$ cat config.mk
export PLATFORM = sky130hd
export DESIGN_NAME = execute_alu_scheduler_flat
export DESIGN_NICKNAME = d
export VERILOG_FILES = /design/src/rtl/execute_alu_scheduler_if.sv /design/src/rtl/execute_alu_scheduler.sv /design/src/flat_wrapper.sv
export SDC_FILE = /design/constraint.sdc
export NUM_CORES = 1
export LEC_CHECK = 0
export ABC_AREA = 1
export CORE_AREA = 3 3 258 260
export DETAILED_ROUTE_END_ITERATION = 10
export DIE_AREA = 0 0 261 263
export SLEW_MARGIN = 30
export SYNTH_ARGS = -nofsm -noshare
export SYNTH_HDL_FRONTEND = slang
export SYNTH_SLANG_ARGS = --single-unit
$ cat constraint.sdc
create_clock -name clk -period 2.95 [get_ports clk]
set_input_delay 0.295 -clock clk [delete_from_list [all_inputs] [get_ports clk]]
set_output_delay 0.295 -clock clk [all_outputs]
set_load 0.005 [all_outputs]
$ cat src/rtl/execute_alu_scheduler_if.sv
// Pack types and the port bundle of execute_alu_scheduler. The scheduler
// connects through the slave modport; its environment uses master.
package execute_alu_scheduler_pkg;

    typedef struct packed {
        logic        enable;
        logic [31:0] value;
        logic        valid;
        logic [31:0] pc;
        logic [6:0]  rob_id;
        logic        rd_enable;
        logic [4:0]  rd;
        logic [5:0]  rd_phy;
        logic [31:0] src1_value;
        logic [31:0] src2_value;
        logic [31:0] imm;
        logic [3:0]  op;
        logic [3:0]  sub_op;
    } issue_execute_pack_t;

    typedef struct packed {
        logic enable;
        logic flush;
    } commit_feedback_pack_t;

endpackage

interface execute_alu_scheduler_if #(
    parameter int unsigned REQ_NUM = 2
);
    import execute_alu_scheduler_pkg::*;

    issue_execute_pack_t   req_data_out [REQ_NUM];
    logic                  req_data_out_valid [REQ_NUM];
    logic                  req_pop [REQ_NUM];
    issue_execute_pack_t   issue_alu_fifo_data_out;
    logic                  issue_alu_fifo_data_out_valid;
    logic                  issue_alu_fifo_pop;
    commit_feedback_pack_t commit_feedback_pack;
    logic [31:0]           perf_grant_count [REQ_NUM];
    logic [31:0]           perf_stall_count;

    modport slave (
        input  req_data_out,
        input  req_data_out_valid,
        output req_pop,
        output issue_alu_fifo_data_out,
        output issue_alu_fifo_data_out_valid,
        input  issue_alu_fifo_pop,
        input  commit_feedback_pack,
        output perf_grant_count,
        output perf_stall_count
    );

    modport master (
        output req_data_out,
        output req_data_out_valid,
        input  req_pop,
        input  issue_alu_fifo_data_out,
        input  issue_alu_fifo_data_out_valid,
        output issue_alu_fifo_pop,
        output commit_feedback_pack,
        input  perf_grant_count,
        input  perf_stall_count
    );

endinterface

$ cat src/rtl/execute_alu_scheduler.sv
// Round-robin arbiter sharing one execute_alu among REQ_NUM issue queues via a
// one-entry holding register. ALU_SCHED_PERF_COUNTER_EN enables the perf counters.
module execute_alu_scheduler
    import execute_alu_scheduler_pkg::*;
#(
    parameter int unsigned REQ_NUM = 2,
    parameter int unsigned PTR_W   = $clog2(REQ_NUM)
) (
    input  logic                   clk,
    input  logic                   rst,
    execute_alu_scheduler_if.slave sched_if
);

    typedef enum logic {
        HOLD_EMPTY = 1'b0,
        HOLD_FULL  = 1'b1
    } hold_state_e;

    typedef enum logic [1:0] {
        PH_EMPTY,
        PH_FULL,
        PH_STALL
    } phase_e;

    hold_state_e         hold_state_q, hold_state_d;
    issue_execute_pack_t hold_data_q, hold_data_d;
    logic [PTR_W-1:0]    rr_ptr_q, rr_ptr_d;

    phase_e              phase;
    logic                flush;
    logic                load_en;
    logic                grant_found;
    logic                grant_fire;
    logic [PTR_W-1:0]    grant_idx;
    logic [PTR_W-1:0]    cand_idx;

    logic                req_valid [REQ_NUM];
    issue_execute_pack_t req_data  [REQ_NUM];
    logic                req_pop   [REQ_NUM];

    for (genvar gi = 0; gi < REQ_NUM; gi++) begin : g_req
        assign req_valid[gi]        = sched_if.req_data_out_valid[gi];
        assign req_data[gi]         = sched_if.req_data_out[gi];
        assign sched_if.req_pop[gi] = req_pop[gi];
    end

    assign flush = sched_if.commit_feedback_pack.enable & sched_if.commit_feedback_pack.flush;

    always_comb begin
        phase = PH_EMPTY;
        if (hold_state_q == HOLD_FULL) begin
            phase = sched_if.issue_alu_fifo_pop ? PH_FULL : PH_STALL;
        end
    end

    assign load_en = ~flush & (phase != PH_STALL);

    // First valid requester at or after rr_ptr, wrapping.
    always_comb begin
        grant_found = 1'b0;
        grant_idx   = '0;
        cand_idx    = '0;
        for (int unsigned i = 0; i < REQ_NUM; i++) begin
            cand_idx = PTR_W'((32'(rr_ptr_q) + i) % REQ_NUM);
            if (!grant_found && req_valid[cand_idx]) begin
                grant_found = 1'b1;
                grant_idx   = cand_idx;
            end
        end
    end

    // Reset gates the pops so nothing leaves a requester while rst is low.
    assign grant_fire = rst & load_en & grant_found;

    always_comb begin
        for (int unsigned i = 0; i < REQ_NUM; i++) begin
            req_pop[i] = grant_fire && (grant_idx == PTR_W'(i));
        end
    end

    // A grant implies load_en without flush; otherwise flush or an idle load empties.
    always_comb begin
        hold_state_d = hold_state_q;
        hold_data_d  = hold_data_q;
        rr_ptr_d     = rr_ptr_q;
        if (grant_fire) begin
            hold_state_d = HOLD_FULL;
            hold_data_d  = req_data[grant_idx];
            rr_ptr_d     = PTR_W'((32'(grant_idx) + 32'd1) % REQ_NUM);
        end else if (flush || load_en) begin
            hold_state_d = HOLD_EMPTY;
        end
    end

    always_ff @(posedge clk or negedge rst) begin
        if (!rst) begin
            hold_state_q <= HOLD_EMPTY;
            hold_data_q  <= '0;
            rr_ptr_q     <= '0;
        end else begin
            hold_state_q <= hold_state_d;
            hold_data_q  <= hold_data_d;
            rr_ptr_q     <= rr_ptr_d;
        end
    end

    assign sched_if.issue_alu_fifo_data_out       = hold_data_q;
    assign sched_if.issue_alu_fifo_data_out_valid = (hold_state_q == HOLD_FULL);

`ifdef ALU_SCHED_PERF_COUNTER_EN
    logic [31:0] grant_cnt_q [REQ_NUM];
    logic [31:0] stall_cnt_q;

    always_ff @(posedge clk or negedge rst) begin
        if (!rst) begin
            for (int unsigned i = 0; i < REQ_NUM; i++) begin
                grant_cnt_q[i] <= '0;
            end
            stall_cnt_q <= '0;
        end else begin
            if (grant_fire) begin
                grant_cnt_q[grant_idx] <= grant_cnt_q[grant_idx] + 32'd1;
            end
            if (phase == PH_STALL) begin
                stall_cnt_q <= stall_cnt_q + 32'd1;
            end
        end
    end

    for (genvar gi = 0; gi < REQ_NUM; gi++) begin : g_perf
        assign sched_if.perf_grant_count[gi] = grant_cnt_q[gi];
    end
    assign sched_if.perf_stall_count = stall_cnt_q;
`else
    for (genvar gi = 0; gi < REQ_NUM; gi++) begin : g_perf
        assign sched_if.perf_grant_count[gi] = '0;
    end
    assign sched_if.perf_stall_count = '0;
`endif

endmodule

$ cat src/flat_wrapper.sv
// flat-port wrapper written by rule: the top's interface ports become plain ports
module execute_alu_scheduler_flat import execute_alu_scheduler_pkg::*;
#(
    parameter int unsigned REQ_NUM = 2,
    parameter int unsigned PTR_W   = $clog2(REQ_NUM)
)
  (clk, rst, sched_if_req_data_out, sched_if_req_data_out_valid, sched_if_req_pop, sched_if_issue_alu_fifo_data_out, sched_if_issue_alu_fifo_data_out_valid, sched_if_issue_alu_fifo_pop, sched_if_commit_feedback_pack, sched_if_perf_grant_count, sched_if_perf_stall_count);
  execute_alu_scheduler_if #(.REQ_NUM(REQ_NUM)) sched_if_i ();
  input  logic clk;
  input  logic rst;
  input wire logic [$bits(sched_if_i.req_data_out)-1:0] sched_if_req_data_out;
  input wire logic [$bits(sched_if_i.req_data_out_valid)-1:0] sched_if_req_data_out_valid;
  output wire logic [$bits(sched_if_i.req_pop)-1:0] sched_if_req_pop;
  output wire logic [$bits(sched_if_i.issue_alu_fifo_data_out)-1:0] sched_if_issue_alu_fifo_data_out;
  output wire logic [$bits(sched_if_i.issue_alu_fifo_data_out_valid)-1:0] sched_if_issue_alu_fifo_data_out_valid;
  input wire logic [$bits(sched_if_i.issue_alu_fifo_pop)-1:0] sched_if_issue_alu_fifo_pop;
  input wire logic [$bits(sched_if_i.commit_feedback_pack)-1:0] sched_if_commit_feedback_pack;
  output wire logic [$bits(sched_if_i.perf_grant_count)-1:0] sched_if_perf_grant_count;
  output wire logic [$bits(sched_if_i.perf_stall_count)-1:0] sched_if_perf_stall_count;
  assign sched_if_i.req_data_out = {>>{sched_if_req_data_out}};
  assign sched_if_i.req_data_out_valid = {>>{sched_if_req_data_out_valid}};
  assign sched_if_req_pop = {>>{sched_if_i.req_pop}};
  assign sched_if_issue_alu_fifo_data_out = sched_if_i.issue_alu_fifo_data_out;
  assign sched_if_issue_alu_fifo_data_out_valid = sched_if_i.issue_alu_fifo_data_out_valid;
  assign sched_if_i.issue_alu_fifo_pop = sched_if_issue_alu_fifo_pop;
  assign sched_if_i.commit_feedback_pack = sched_if_commit_feedback_pack;
  assign sched_if_perf_grant_count = {>>{sched_if_i.perf_grant_count}};
  assign sched_if_perf_stall_count = sched_if_i.perf_stall_count;
  execute_alu_scheduler #(.REQ_NUM(REQ_NUM), .PTR_W(PTR_W)) u_core (.clk(clk), .rst(rst), .sched_if(sched_if_i));
endmodule
# [Yosys cells after proc, flatten, opt, wreduce, memory -nomap -nowiden]
# Cells that the tools add are included.
[op_classes] n_addsub=2 magnitude_cmp=3 n_eq_ne=1 mux=17 bitwise_logic=9 reduce_logical=6
[ops] operator="two-way mux 189 bit" n=3
[ops] operator="two-way mux 1 bit" n=12
[ops] operator=">= comparator 2 bit, second input constant" n=3
[ops] operator="NOT 1 -> 2 bit" n=3
[ops] operator="bitwise AND 1 bit" n=4
[ops] operator="two-way mux 2 bit" n=2
[ops] operator="logical AND 1 bit" n=3
[ops] operator="adder 1 bit, second input constant" n=2
[ops] operator="inequality test 2 bit, second input constant" n=1
[ops] operator="NOT 1 bit" n=2
[ops] operator="nonzero test 2 bit" n=1
[ops] operator="zero test 1 bit" n=1
[ops] operator="logical OR 1 bit" n=1
[word_totals] reg_bits=191 input_bits=385 out_inout_bits=288 elab_cells=53

# [Logic depth before layout (Yosys ltp)]
# Gate-level depths: netlist of run 1.
[depth] word_depth=12 mapped_depth=9 depth_no_buf=7

# [Least setup slack after synthesis of run 1]
# No wires, ideal clock.
[synth_timing] kind="reg2out" from="register u_core.hold_state_q, in the netlist u_core.sched_if.issue_alu_fifo_data_out_valid" to="output sched_if_req_pop[1]" t_arrival_ns=1.076 required_time_ns=2.655 setup_slack_ns=1.579 stages_incl_launch_ff=7 path_buffers=1 cell_sequence="dfrtp_1 > nand2_1 > nand2_1 > nor2_4 > buf_2 > nand2_1 > inv_2"
[synth_via] elab_chain_len=6
[synth_lines] item="from (decl)" line="execute_alu_scheduler.sv:25" source="hold_state_e hold_state_q, hold_state_d;"
[synth_lines] item="from (signal assigned)" line="execute_alu_scheduler.sv:101" source="hold_state_q <= hold_state_d;"
[synth_lines] item="two-way mux 2 bit" line="execute_alu_scheduler.sv:51" source="if (hold_state_q == HOLD_FULL) begin"
[synth_lines] item="inequality test 2 bit" line="execute_alu_scheduler.sv:56" source="assign load_en = ~flush & (phase != PH_STALL);"
[synth_lines] item="bitwise AND 1 bit" line="execute_alu_scheduler.sv:56"
[synth_lines] item="bitwise AND 1 bit (2 in a row)" line="execute_alu_scheduler.sv:73" source="assign grant_fire = rst & load_en & grant_found;"
[synth_lines] item="logical AND 1 bit" line="execute_alu_scheduler.sv:77" source="req_pop[i] = grant_fire && (grant_idx == PTR_W'(i));"
[synth_lines] item="to (decl)" line="flat_wrapper.sv:13" source="output wire logic [$bits(sched_if_i.req_pop)-1:0] sched_if_req_pop;"
# Every way passes these cells.

# [Worst setup path after layout of run 1]
[layout_timing] from="input rst" to="output sched_if_req_pop[1]"
[layout_via] elab_chain_len=3
[layout_lines] item="from (decl)" line="flat_wrapper.sv:10" source="input logic rst;"
[layout_lines] item="bitwise AND 1 bit (2 in a row)" line="execute_alu_scheduler.sv:73"
[layout_lines] item="logical AND 1 bit" line="execute_alu_scheduler.sv:77"
# Every way passes these cells.

==> results of run 1 <==
## cell type report
type,count,share of cell area (%)
clock buffers,20,2.503
well taps,855,6.131
diodes,5,0.07171
clock inverters,12,0.5952
flip-flops and latches,191,27.39
repair buffers,594,34.73
inverters,4,0.08605
multi-input cells,1245,28.50
## stage by stage
| step | instances | power [mW] | utilization [%] |
|---|---|---|---|
| after floorplan | 1639 | 4.737 | - |
| after global placement | 2888 | 6.696 | 26.24 |
| after detailed placement | 2888 | 6.699 | 26.24 |
| after CTS | 2921 | 9.110 | 27.10 |
| after global routing | 2925 | 9.527 | 27.11 |
| final | 2926 | 8.911 | 27.12 |
## path summary, 6_finish.rpt
path | end | cells past startpoint
setup / recovery | sched_if_req_pop[1] | 7
hold / removal | u_core.rr_ptr_q | 4
setup reg to reg | u_core.sched_if.issue_alu_fifo_data_out[138] | 6
hold reg to reg | u_core.sched_if.issue_alu_fifo_data_out[22] | 2
max in group asynchronous | u_core.sched_if.issue_alu_fifo_data_out[83] | 3
min in group asynchronous | u_core.sched_if.issue_alu_fifo_data_out[69] | 2
## state kept, by name (all words and copies together), names as in the netlist
register,count
u_core.sched_if.issue_alu_fifo_data_out,189
u_core.sched_if.issue_alu_fifo_data_out_valid,1
u_core.rr_ptr_q,1
## tightest hold or removal path, cell delays in order
cell and delay (ns):
buf_6 0.13, nand2_8 0.09, nand2_1 0.10, nand2_1 0.09
## cells in the mapped netlist, drive strengths merged
cell type,instances
inv,4
o21ai,1
dfrtp,191
nand2,953
nand3,190
clkbuf,14
nor2,4
buf,185
conb,1
a21boi,1
## where the power goes
part / switching [mW] / total (mW) / internal (mW) / leakage, nW
registers: 0.300 / 3.44 / 3.14 / 2.39
clock network: 1.19 / 2.30 / 1.10 / 0.248
logic: 1.41 / 3.17 / 1.76 / 5.98
## cells by family (layout without fill, tap and decap cells)
family / after synthesis / in the layout / share of synthesized area [%]
and+or+nand+nor: 1147 / 1147 / 42.01
other: 1 / 101 / 0.03454
AOI/OAI and AO/OA: 2 / 2 / 0.1499
DFF: 191 / 191 / 44.03
buffers and inverters: 203 / 630 / 13.77
## layer usage
layer,up-vias,global-route usage (%),part of all wire [%]
met3,55,5.060,9.9
met1,5038,14.57,40
met2,462,21.65,48
met4,6,4.210,1.9
li1,5580,-,-
met5,-,0,0.089
## cells in the final DEF, fill, tap and decap left out, types with 3 or more instances in the layout
| cell | netlist | routed |
|---|---|---|
| inv_6 | 0 | 4 |
| nand3_1 | 190 | 189 |
| dfrtp_1 | 191 | 191 |
| clkbuf_1 | 14 | 3 |
| clkinvlp_4 | 0 | 5 |
| conb_1 | 1 | 96 |
| buf_12 | 1 | 12 |
| clkbuf_16 | 0 | 17 |
| buf_4 | 98 | 5 |
| inv_1 | 3 | 3 |
| nor2_1 | 3 | 3 |
| diode_2 | 0 | 5 |
| nand2_1 | 951 | 951 |
| clkdlybuf4s50_1 | 0 | 574 |
## what timing repair did
| item | in CTS | in global routing |
|---|---|---|
| hold buffers | 1 | 0 |
| endpoints found under the setup margin | 0 | 0 |
| resized for setup | 0 | 0 |
| setup buffers | 0 | 0 |
| endpoints found under the hold margin | 31 | 0 |
==> run metrics, run 1 <==
outcome finished, final reports clean; Sink Count 191; Worst path top cell family by delay buffers and inverters; Initial DRC Count 439; core box area 0.06435 mm²; sequential area share after synthesis roughly 44%; Die Span Y 263 µm; largest net degree at the start of global routing 109; crit path cell chain dlygate4sd3_1, buf_8, o21ai_2, nor2_4, nand2_1, inv_2, clkdlybuf4s50_1; worst stage delay on the critical path 0.58 ns; final hold vios 0; Pwr per Cell Area approximately 500 mW/mm²; top cell type's share of synthesized area 44.03%; Hold Path Class input pin to flip-flop; Setup CP Type input pin to output pin; Worst-Margin Slew 0.7304 ns; Top-Level Pins 673; Root Driver clkbuf_16; Final Wtd Congestion 0.8268; Crit. Startpoint rst; Worst-Skew Late Latency 0.49 ns; CP Capture Type output pin; via-per-instance ratio 3.808; unrepaired setup endpoints after global routing no; post-synthesis cell type count 18; P&R area growth vs syn 60.74%; Post-DRT Antenna Nets 0; fmax between 300 and 400 MHz; Area after DPL 0.01689 mm²; Starting Density 16.87%; Gate Count Post-Synth 1544; synth warn 0; minimum clock period 2.502 ns; CP max stage cell dlygate4sd3_1; vias in the first global route approximately 11k; Slew headroom 51.30%; CTS max path bufs 2; final WL about 46 mm; crit share post-route roughly 85%; DIE AREA a little under 0.07 mm²; minimum setup slack in the final design 0.4482 ns; fill cell count 7080; WP data required 2.65 ns; Seq cells post-synth 191; Synth area leaders dfrtp_1 (44%), nand2_1 (33%), nand3_1 (8.8%); Worst Skew a little over 0.02 ns; Num CTS Buffers 17; R2R Setup Slk 1.14 ns; initial antenna violation count 13; Crit Reg-Reg Startpoint u_core.sched_if.issue_alu_fifo_data_out_valid; ratio of cells with drive above 1 in the final layout 2.614%; die width 261 µm; crit path buf inv count 4; Max Cap Viol 0; CTS tree yes; H-tree Lvls 4; CP Launch Type input pin; Setup-failing EPs final 0; multi-input gate area in the final layout a little under 0.005 mm²; pre-CTS setup slack ~0.52 ns; Max VDD drop 0.4068 mV; Synth Cell Area 0.01086 mm²; global route total overflow 0; drt drc 0; hold path startpoint sched_if_req_data_out_valid[0]; first-pass GRT wire length 66.54 mm; total number of vias ~11k; drt first pass iters 6; I/O Buffers 576; Hold WS 0.2629 ns; CP arrival ~2.2 ns; Critical Path Fanout Max 35; nets@finish 2438; cell taking the most area after synthesis dfrtp_1; Reg area 0.004780 mm²; Post-DP HPWL approximately 34 mm; Placement Rows 93; Global Route Usage Sum between 10% and 20%; Routed WL per cell 15.67 µm; Syn Area/Cell 7.031 µm²; Clock Pin Slew Worst Setup and Hold Paths 0.07 ns; Max Slew Vio Count 0; P_leak 8.618 nW; Design Area, Final around 0.017 mm²; Setup TNS Final 0 ns
Power figures use the tool's default switching activity.
==> inputs of run 2 (changes only) <==
--- a/config.mk
+++ b/config.mk
@@ -6,9 +6,9 @@
 export NUM_CORES = 1
 export LEC_CHECK = 0
 export ABC_AREA = 1
-export CORE_AREA = 3 3 258 260
+export CORE_AREA = 3 3 259 261
 export DETAILED_ROUTE_END_ITERATION = 10
-export DIE_AREA = 0 0 261 263
+export DIE_AREA = 0 0 262 264
 export SLEW_MARGIN = 30
 export SYNTH_ARGS = -nofsm -noshare
 export SYNTH_HDL_FRONTEND = slang
==> constraint.sdc (replaced) <==
create_clock -name clk -period 2 [get_ports clk]
set_input_delay 0.2 -clock clk [delete_from_list [all_inputs] [get_ports clk]]
set_output_delay 0.2 -clock clk [all_outputs]
set_load 0.005 [all_outputs]
==> run metrics, run 2 (same netlist as run 1, synthesis figures left out) <==
fmax 538.7 MHz; CTS max path bufs 2; initial antenna violation count 12; Pwr per Cell Area 750.1 mW/mm²; H-tree Lvls 4; Non-Filler Instances 2979; Max Cap Viol 0; total power about 14 mW; drt drc 0; placed cell count 2940; Setup-failing EPs final 0; nets@finish 2490; Slew headroom between 40% and 50%; CP Launch Type flip-flop; Seq pwr share between 30% and 40%; hold path depth 5; minimum setup slack in the final design ~0.14 ns; CP Capture Type output pin; Num CTS Buffers 17; P_int 9.068 mW; Routed WL per cell 17.41 µm; switch share 32.91%; P_leak 8.975 nW; pre-CTS setup slack -0.1063 ns; DIE AREA 0.06917 mm²; largest net degree at the start of global routing 93; crit share post-route about 93%; Critical Path Fanout Max 15; Setup CP Type flip-flop to output pin; Hold WS 0.3317 ns; number of flip-flops under the largest register name 189; Design Area, Final 0.01802 mm²; vias in the first global route around 11k; Initial DRC Count 517; Crit Reg-Reg Startpoint u_core.sched_if.issue_alu_fifo_data_out_valid; drt first pass iters 5; Post-DRT Antenna Nets 0; hold endpoint u_core.sched_if.issue_alu_fifo_data_out[123]; R2R Setup Slk 0.48 ns; Die Span Y 264 µm; I/O Buffers 576; commonest non-fill, non-tap cell in the layout nand2_1; commonest non-fill, non-tap cells in the layout nand2_1 (950), clkdlybuf4s50_1 (571), dfrtp_1 (190), nand3_1 (189), conb_1 (96); Crit Reg-Reg Endpoint u_core.sched_if.issue_alu_fifo_data_out[86]; via-per-instance ratio 3.856; Starting Density between 10% and 20%; hold path startpoint sched_if_req_data_out[312]; P&R area growth vs syn 66.00%; ratio of cells with drive above 1 in the final layout around 5.4%; Placement Rows 93; CP arrival 1.66 ns; Reg2Reg Depth 7; Switch Pwr 4.448 mW; Final Wtd Congestion between 0.8 and 0.9; global route total overflow 0; Root Driver clkbuf_16; die width 262 µm; Area after DPL approximately 0.017 mm²; Worst-Margin Slew 0.7801 ns; Max VDD drop between 0.5 and 0.6 mV; Util after Layout 27.85%; Hold Path Class input pin to flip-flop; Worst Skew between 0.01 and 0.015 ns; minimum clock period 1.856 ns; Sink Count 191; final hold vios 0; Max Slew Vio Count 0; total number of vias 11.49k; unrepaired setup endpoints after global routing no; Global Route Usage Sum around 14%; Clock Pin Slew Worst Setup and Hold Paths 0.08 ns; final WL 51.86 mm; first-pass GRT wire length ~74 mm; Post-DP HPWL around 40 mm; outcome finished, final reports clean; Worst-Skew Late Latency 0.48 ns; WP data required roughly 1.8 ns; CTS tree yes; Clk pwr share between 20% and 30%; Comb power frac 36.4%; Top-Level Pins 673; Setup TNS Final 0 ns; core box area approximately 0.065 mm²
run 2: changes by cell type in the layout (fill, tap and decap cells not counted), sizes merged:
cell,change
dlymetal6s2s,+1
dlygate4sd2,+1
diode,+1
clkinv,+4
buf,+53
clkdlybuf4s50,-3
clkbuf,-2
inv,+2
clkinvlp,-4
run 2: power by group through the flow:
| stage | clock, mW | sequential, mW | combinational, mW |
|---|---|---|---|
| floorplan | 0 | 5.18 | 1.81 |
| global placement | 0 | 5.13 | 5.00 |
| detailed placement | 0 | 5.14 | 5.00 |
| CTS | 3.72 | 5.09 | 5.02 |
| global route | 3.81 | 5.19 | 5.46 |
| finish | 3.51 | 5.09 | 4.91 |
run 2: critical path: stages, from the launching register on:
cell,delay (ns)
dfrtp_1,0.39
inv_2,0.10
nand2_8,0.12
nand2_8,0.11
buf_16,0.18
nand2_1,0.10
inv_2,0.06
buf_4,0.12
run 2: layout make-up:
| class | count | area [µm²] |
|---|---|---|
| clock buffer | 18 | 439.2 |
| antenna | 6 | 15.01 |
| inverter | 4 | 15.01 |
| fill | 7078 | 46680 |
| timing repair buffer | 646 | 6594 |
| clock inverter | 14 | 121.4 |
| sequential | 191 | 4781 |
| tap | 855 | 1070 |
| multi-input combinational | 1245 | 4985 |
run 2: how the worst max path moves through the flow:
| stage | startpoint | endpoint | slack (ns) |
|---|---|---|---|
| floorplan | u_core.sched_if.issue_alu_fifo_data_out_valid | sched_if_req_pop[1] | 0.72 |
| finish | u_core.rr_ptr_q | sched_if_req_pop[1] | 0.14 |
| CTS | u_core.sched_if.issue_alu_fifo_data_out_valid | sched_if_req_pop[0] | 0.002 |
| global route | u_core.rr_ptr_q | sched_if_req_pop[1] | 0.004 |
| detailed placement | sched_if_issue_alu_fifo_pop | sched_if_req_pop[0] | -0.11 |
| global placement | sched_if_issue_alu_fifo_pop | sched_if_req_pop[0] | -0.12 |
run 2: routing by layer:
layer  GRT usage (%)  part of all wire (%)  vias up
li1                -                     -     5691
met1           15.73                    38     5257
met2           25.76                    50      482
met3           5.330                   9.6       52
met4           4.813                   2.3        4
met5               0                 0.052        -
run 2: repair_timing:
item                                   4_1_cts  5_1_grt
resized for setup                            6        3
buffers inserted                             0        0
setup endpoints to repair                    2        2
pin swaps                                    1        0
hold buffers                                 1        0
endpoints found under the hold margin       90        0
==> inputs of run 3 (changes only) <==
--- a/config.mk
+++ b/config.mk
@@ -6,9 +6,14 @@
 export NUM_CORES = 1
 export LEC_CHECK = 0
 export ABC_AREA = 1
-export CORE_AREA = 3 3 259 261
+export CELL_PAD_IN_SITES_DETAIL_PLACEMENT = 0
+export CELL_PAD_IN_SITES_GLOBAL_PLACEMENT = 2
+export CORE_ASPECT_RATIO = 0.5
+export CORE_MARGIN = 3
+export CORE_UTILIZATION = 17
+export CTS_CLUSTER_SIZE = 40
 export DETAILED_ROUTE_END_ITERATION = 10
-export DIE_AREA = 0 0 262 264
+export PLACE_DENSITY_LB_ADDON = 0.3
 export SLEW_MARGIN = 30
 export SYNTH_ARGS = -nofsm -noshare
 export SYNTH_HDL_FRONTEND = slang
==> run metrics, run 3 (same netlist as run 1, synthesis figures left out) <==
outcome finished, final reports clean; first-pass GRT wire length 75.49 mm; minimum setup slack in the final design 0.1049 ns; Starting Density between 15 and 20%; placed cell count 2877; H-tree Lvls 4; Setup TNS Final 0 ns; crit share post-route 94.76%; pre-CTS setup slack 0.03071 ns; global route total overflow 0; CP arrival 1.70 ns; total number of vias 11.12k; Max VDD drop 0.5729 mV; worst stage delay on the critical path 0.53 ns; gr busiest metal met2; Post-DP HPWL about 40 mm; Clock Pin Slew Worst Setup and Hold Paths about 0.070 ns; nets@finish 2458; met3 GRT Util 2.102%; fmax 527.7 MHz; Die Span Y 184.7 µm; Max Slew Vio Count 0; fill cell count approximately 6.8k; via-per-instance ratio between 3 and 4; Hold WS 0.1275 ns; number of flip-flops under the largest register name 189; CP max stage cell clkdlybuf4s50_1; initial antenna violation count 10; CTS tree yes; Placement Rows 64; final WL 53.53 mm; WP data required between 1.5 and 2 ns; Post-DRT Antenna Nets 0; final hold vios 0; Routed WL per cell 18.33 µm; P_leak approximately 9 nW; largest net degree at the start of global routing 145; die width 363.4 µm; CP Launch Type flip-flop; Worst-Margin Slew 0.8654 ns; Num CTS Buffers 17; Final Wtd Congestion around 0.78; drt first pass iters 5; DIE AREA 0.06711 mm²; CP Capture Type output pin; crit path buf inv count 2; R2R Setup Slk ~0.45 ns; M2 GR Usage 31.43%; vias in the first global route 11.23k; Worst-Skew Late Latency 0.45 ns; commonest non-fill, non-tap cell in the layout nand2_1; CP dominant cell by count nand2_8; Slew headroom 42.31%; Critical Path Fanout Max 5; crit path cell chain inv_2, nand2_8, nand2_8, nor2_1, clkdlybuf4s50_1; core box area 0.06214 mm²; commonest non-fill, non-tap cells in the layout nand2_1 (950), clkdlybuf4s50_1 (573), dfrtp_1 (191), nand3_1 (189), conb_1 (96); minimum clock period approximately 1.9 ns; I/O Buffers 576; Worst path top cell family by delay buffers and inverters; unrepaired setup endpoints after global routing no; Hold Path Class input pin to flip-flop; Setup-failing EPs final 0; Non-Filler Instances 2921; Global Route Usage Sum 15.30%; Util after Layout 28.52%; Root Driver clkbuf_16; ratio of cells with drive above 1 in the final layout 3.595%; Sink Count 191; Setup CP Type flip-flop to output pin; drt drc 0; Worst Skew 0.009176 ns; Pwr per Cell Area between 700 and 800 mW/mm²; P&R area growth vs syn 63.24%; Initial DRC Count between 400 and 500; Top-Level Pins 673; grt met1 use 16.16%; Max Cap Viol 0; CTS max path bufs 2
-- run 3: layer usage --
layer / wire [µm] / share of wire (%)
met1: 19450 / 36
met2: 32210 / 60
met3: 1092 / 2.0
met4: 766 / 1.4
met5: 7 / 0.013
-- run 3: cell type report --
cell class                      instances  area, µm²  area share (%)
Antenna cell                           10      25.02          0.1412
Clock inverter                          8      105.1          0.5931
Sequential cell                       191       4780           26.97
Tap cell                              825       1032           5.825
Multi-Input combinational cell       1245       4975           28.07
Clock buffer                           24      481.7           2.718
Inverter                                4      15.01         0.08473
Timing Repair Buffer                  614       6307           35.59
-- run 3: worst reg2reg max path: cells and delay by family, from the launching register on --
kind / cells / cell delay (ns)
buffers and inverters: 3 / 0.71
DFF: 1 / 0.37
and+or+nand+nor: 5 / 0.41
-- run 3: timing repair --
action | 4_1_cts | 5_1_grt
resized for setup | 3 | 0
hold buffers | 1 | 0
setup endpoints to repair | 1 | 0
hold endpoints to repair | 191 | 0
buffers inserted | 1 | 0
-- run 3: final timing paths --
check / from / end / cells after the start
max: u_core.rr_ptr_q / sched_if_req_pop[0] / 5
min: rst / u_core.sched_if.issue_alu_fifo_data_out_valid / 3
max reg2reg: u_core.rr_ptr_q / u_core.sched_if.issue_alu_fifo_data_out[97] / 8
min reg2reg: u_core.sched_if.issue_alu_fifo_data_out[156] / u_core.sched_if.issue_alu_fifo_data_out[156] / 2
max in group asynchronous: rst / u_core.sched_if.issue_alu_fifo_data_out[84] / 3
min in group asynchronous: rst / u_core.sched_if.issue_alu_fifo_data_out_valid / 2
-- run 3: where the power goes --
group / switching, mW / internal, mW
logic: 2.25 / 2.68
registers: 0.411 / 4.64
clock network: 1.69 / 1.95
total: 4.35 / 9.27
-- run 3: metrics by stage --
step | power (mW) | instance area, µm²
after global routing | 14.57 | 17720
final | 13.63 | 17720
after global placement | 10.19 | 17090
after floorplan | 6.987 | 11210
after detailed placement | 10.18 | 17090
after CTS | 13.99 | 17700
